[src/rtl/dmem_arb_pkg.sv]
// rtl/dmem_arb_pkg.sv - shared data-memory widths and arbiter state encoding
package dmem_arb_pkg;

  localparam int DMEM_ADDR_W = 5;
  localparam int DMEM_DATA_W = 32;

  typedef enum logic {
    ARB = 1'b0,
    ACK = 1'b1
  } arbStateT;

endpackage

[src/rtl/dmem_wait_ctr.sv]
// rtl/dmem_wait_ctr.sv - saturating host wait counter with clear and terminal flag
module dmem_wait_ctr #(
  parameter int MAX = 4,
  parameter int W   = $clog2(MAX + 1)
) (
  input  logic clk,
  input  logic rstN,
  input  logic inc,
  input  logic clr,
  output logic atMax
);

  logic [W-1:0] cnt;

  always_ff @(posedge clk) begin
    if (!rstN || clr) begin
      cnt <= '0;
    end else if (inc && !atMax) begin
      cnt <= cnt + W'(1);
    end
  end

  assign atMax = (cnt == W'(MAX));

endmodule

[src/rtl/dmem_arbiter.sv]
// rtl/dmem_arbiter.sv - pipeline/host arbiter for the single-port data RAM
// DMEM_ARB_STARVE_GUARD_EN adds the host wait counter and forced, stalled grant.
module dmem_arbiter
  import dmem_arb_pkg::*;
#(
  parameter int ADDR_W        = DMEM_ADDR_W,
  parameter int DATA_W        = DMEM_DATA_W,
  parameter int HOST_WAIT_MAX = 4
) (
  input  logic              CLK,
  input  logic              RST_n,
  input  logic              ExMem_MemRead,
  input  logic              ExMem_MemWrite,
  input  logic [ADDR_W-1:0] ExMem_AluOut,
  input  logic [DATA_W-1:0] ExMem_DataRt,
  input  logic              Host_Req,
  input  logic              Host_We,
  input  logic [ADDR_W-1:0] Host_Addr,
  input  logic [DATA_W-1:0] Host_WData,
  output logic              Host_Ack,
  output logic [DATA_W-1:0] Host_RData,
  output logic              Mem_Rd,
  output logic              Mem_Wr,
  output logic [ADDR_W-1:0] Mem_Addr,
  output logic [DATA_W-1:0] Mem_WData,
  input  logic [DATA_W-1:0] Mem_RData,
  output logic              Pipe_Stall,
  output logic              Grant_Host
);

  arbStateT state, nextState;
  logic     pipeAcc;
  logic     forceGrant;
  logic     hostGrant;
  logic     pipeGrant;

  if (HOST_WAIT_MAX < 1) begin : gBadWaitMax
    $error("dmem_arbiter: HOST_WAIT_MAX must be at least 1");
  end

  assign pipeAcc = ExMem_MemRead | ExMem_MemWrite;

`ifdef DMEM_ARB_STARVE_GUARD_EN
  localparam int CNT_W = $clog2(HOST_WAIT_MAX + 1);

  logic waitInc;
  logic waitClr;

  assign waitInc = (state == ARB) && Host_Req && !hostGrant;
  assign waitClr = hostGrant || !Host_Req || (state == ACK);

  dmem_wait_ctr #(
    .MAX (HOST_WAIT_MAX),
    .W   (CNT_W)
  ) uWaitCtr (
    .clk   (CLK),
    .rstN  (RST_n),
    .inc   (waitInc),
    .clr   (waitClr),
    .atMax (forceGrant)
  );
`else
  assign forceGrant = 1'b0;
`endif

  always_ff @(posedge CLK) begin
    if (!RST_n) begin
      state <= ARB;
    end else begin
      state <= nextState;
    end
  end

  // ACK never grants the host, so one request cannot be issued twice.
  always_comb begin
    nextState  = ARB;
    hostGrant  = 1'b0;
    pipeGrant  = 1'b0;
    Pipe_Stall = 1'b0;
    unique case (state)
      ARB: begin
        if (forceGrant && Host_Req) begin
          hostGrant  = 1'b1;
          Pipe_Stall = 1'b1;
        end else if (pipeAcc) begin
          pipeGrant = 1'b1;
        end else if (Host_Req) begin
          hostGrant = 1'b1;
        end
      end
      ACK: begin
        pipeGrant = pipeAcc;
      end
      default: begin
        pipeGrant = 1'b0;
      end
    endcase
    if (hostGrant) begin
      nextState = ACK;
    end
    if (!RST_n) begin
      hostGrant  = 1'b0;
      pipeGrant  = 1'b0;
      Pipe_Stall = 1'b0;
    end
  end

  always_comb begin
    Mem_Rd    = 1'b0;
    Mem_Wr    = 1'b0;
    Mem_Addr  = '0;
    Mem_WData = '0;
    if (hostGrant) begin
      Mem_Rd    = !Host_We;
      Mem_Wr    = Host_We;
      Mem_Addr  = Host_Addr;
      Mem_WData = Host_WData;
    end else if (pipeGrant) begin
      // A simultaneous load and store resolves to the store.
      Mem_Rd    = ExMem_MemRead & ~ExMem_MemWrite;
      Mem_Wr    = ExMem_MemWrite;
      Mem_Addr  = ExMem_AluOut;
      Mem_WData = ExMem_DataRt;
    end
  end

  assign Grant_Host = hostGrant;
  assign Host_Ack   = (state == ACK) && RST_n;
  assign Host_RData = Host_Ack ? Mem_RData : '0;

endmodule

[config.mk]
export PLATFORM = sky130hd
export DESIGN_NAME = dmem_arbiter
export DESIGN_NICKNAME = d
export VERILOG_FILES = /design/src/rtl/dmem_arb_pkg.sv /design/src/rtl/dmem_wait_ctr.sv /design/src/rtl/dmem_arbiter.sv
export SDC_FILE = /design/constraint.sdc
export NUM_CORES = 1
export LEC_CHECK = 0
export CAP_MARGIN = 10
export CORE_MARGIN = 3
export CORE_UTILIZATION = 18
export DETAILED_ROUTE_END_ITERATION = 10
export GPL_TIMING_DRIVEN = 0
export PLACE_DENSITY = 0.94
export SYNTH_ARGS = -nofsm -noshare
export SYNTH_HDL_FRONTEND = slang
export SYNTH_SLANG_ARGS = --single-unit
[constraint.sdc]
create_clock -name CLK -period 3.1 [get_ports CLK]
set_input_delay 0.93 -clock CLK [delete_from_list [all_inputs] [get_ports CLK]]
set_output_delay 0.93 -clock CLK [all_outputs]
set_load 0.01 [all_outputs]
==> flow_metrics.py <==
metrics = {
    "status": {
        "outcome": "finished, final reports clean",
    },
    "power": {
        "p_per_area_nw_per_um2": 121,
        "p_comb_share_pct": 95.5,
        "pwr-share-seq_pct": 4.5,
        "clock_power_share_pct": 0,
        "swShare_pct": 31.8,
        "p_int_uw": 221,
        "power.switching_uw": 103,
        "irDropWorstVdd_mv": 0.0866,
        "p_total_uw": 324,
        "leakage_uw": 0.00121,
    },
    "layout": {
        "regMostFlops": "state",
        "area_delta_synth_final_pct": 245,
        "antennaDiodeCount": 0,
        "drive_above_1_share_pct": 18.7,
        "design_area_sq_um": 2690,
        "largest_register_ffs": 1,
        "reg.largest.list": "state x1",
        "fin_nets": 403,
    },
    "routing": {
        "ant_nets": 0,
        "wire_per_inst_microns": 16.2,
        "dr.first_iter.drc_count": 35,
        "viasPerCell": 4.91,
        "dr_total_vias": 1663,
        "drc": 0,
        "drt_wl_total_mm": 5.49,
        "drt_pass1_iterations": 4,
    },
    "global_route": {
        "grt_pass1_wl_mm": 8.13,
        "grt_antenna_before_repair": 0,
        "grt_use_total_pct": 19.2,
        "grt_pass1_vias": 1647,
        "grt-ovfl-total": 0,
        "grt_max_degree": 11,
    },
    "clocking": {
        "clkTransAtPathRegs_ns": 0,
        "clk_latency_ns": 0,
        "cts_hold_buf": 0,
    },
    "floorplan": {
        "fp-row-count": 23,
        "die_w_microns": 71.8,
        "die-area_sq_um": 5150,
        "start_util_pct": 19.0,
        "die_y_microns": 71.8,
        "ios": 186,
        "coreArea_sq_um": 4090,
    },
    "sta": {
        "skew_ns": 0,
        "maxSlewViolCount": 0,
        "period_share_pct": 99.2,
        "max_freq_mhz": 325,
        "min_period_ns": 3.08,
        "hold_violations": 0,
        "setup_viol": 0,
    },
    "setup_path": {
        "crit_type": "in2out",
        "crit_end": "Mem_WData[24]",
        "arrival_ns": 2.15,
        "endpoint_kind": "output port",
        "cp-start-kind": "input port",
        "worst_r2r_endpoint": "state",
        "reg2reg_depth": 5,
        "cp_max_fo": 10,
        "path_cells": "dlygate4sd2_1 > o21a_1 > buf_6 > buf_6 > a32o_1 > dlygate4sd2_1",
        "crit_start": "ExMem_MemWrite",
        "ff2ff_setup_slack_ns": 1.84,
        "cpPeakStageDelay_ns": 0.28,
        "slowest_stage": "dlygate4sd2_1",
        "reg2reg_from": "state",
        "cp.required_ns": 2.17,
    },
    "synth": {
        "synth-adder-area-share_pct": 0,
        "yosysSeqAreaShare_pct": 2.57,
        "synth_top_family_by_area": "compound AO/OA/AOI/OAI gates",
        "yosys.area_share.xor_xnor_pct": 0,
        "ys_ff_latch": 1,
        "synth_cells": 100,
        "syn_area_sq_um": 778,
        "yosysUniqueCellTypes": 14,
        "synth_simple_gate_area_share_pct": 33.0,
        "synth_top_area_share_pct": 47.6,
        "ys.warnings.count": 0,
        "syn_avg_cell_area_sq_um": 7.78,
        "synth_compound_area_share_pct": 50.5,
        "synth_nets": 212,
        "synth_mux_area_share_pct": 0,
        "synth_area_leaders": "a32o_1 (48%), and3_1 (26%), buf_2 (5.8%)",
        "synth_top_area_cell": "a32o_1",
    },
    "place": {
        "hpwl_mm": 4.61,
        "place_area_sq_um": 2680,
        "gp_congestion": 0.752,
        "port_buffers": 184,
    },
    "worst_hold_path": {
        "hold_path_class": "reg2reg",
    },
    "run": {
        "drv_cap": 0,
    },
}
how the worst min path moves through the flow:
stage,start,endpoint,depth (start not counted)
finish,state,state,5
detailed placement,state,state,4
global route,state,state,5
global placement,state,state,4
floorplan,state,state,4
CTS,state,state,5
critical path, delay by kind of cell:
kind	cells	cell delay, ns
buffers and inverters	4	0.82
AO/OA/AOI/OAI	2	0.40
power groups by stage:
stage	logic (uW)	registers, uW	clock network, uW
after floorplan	90.7	14.0	0
after global placement	313	14.2	0
after global routing	331	14.7	0
after CTS	307	14.4	0
after detailed placement	317	14.3	0
final	310	14.5	0
cells in the final DEF (no fill, tap or decap), drive strengths merged, types with 2 or more instances in the layout:
cell / synthesis / layout
and3: 32 / 32
clkbuf: 6 / 7
clkdlybuf4s15: 0 / 12
a32o: 37 / 37
clkdlybuf4s50: 0 / 139
and2: 3 / 3
o21a: 3 / 3
buf: 13 / 44
dlygate4sd2: 0 / 5
nor3b: 2 / 2
layout make-up:
type	instances	area, sq um
repair buffers	190	1770
fillers	366	1400
multi-input cells	80	676
plain buffers	18	159
well taps	50	62.6
flip-flops and latches	1	20.0
cell families after synthesis:
kind of cell,after synthesis
simple gates,39
flops,1
other cells,1
compound gates,40
buf+inv,19
cell usage after synthesis:
| cell | number |
|---|---|
| a32o_1 | 37 |
| and3_1 | 32 |
| buf_2 | 9 |
| clkbuf_1 | 6 |
| and2_1 | 3 |
| o21a_1 | 3 |
| buf_4 | 2 |
| buf_6 | 2 |
| and2b_1 | 1 |
| conb_1 | 1 |
| dfxtp_1 | 1 |
| nor3b_1 | 1 |
| nor3b_2 | 1 |
| nor4bb_1 | 1 |
stage by stage:
step	setup WS [ns]	TNS, ns	cells	hold WS [ns]	utilization (%)
floorplan	0.535	0	100	0.931	-
global placement	-0.640	-35.07	334	1.05	65.6
detailed placement	-0.647	-36.47	334	1.06	65.6
CTS	0.0164	0	339	1.16	65.1
global route	-0.000975	-0.000975	339	1.23	65.7
finish	0.0234	0	339	1.15	65.7
metal layers:
metal	vias to the layer above	track usage (%)	wire length (microns)
li1	811	-	-
met1	751	21.0	1980
met2	97	39.1	2940
met3	4	3.51	528
met4	0	1.25	38
met5	-	0	0
timing repair:
| item | CTS | global route |
|---|---|---|
| buffers inserted | 6 | 0 |
| pin swaps | 2 | 1 |
| endpoints found under the setup margin | 73 | 25 |
| resized for setup | 155 | 15 |
| hold endpoints to repair | 0 | 0 |
(Power assumes the default switching activity.)
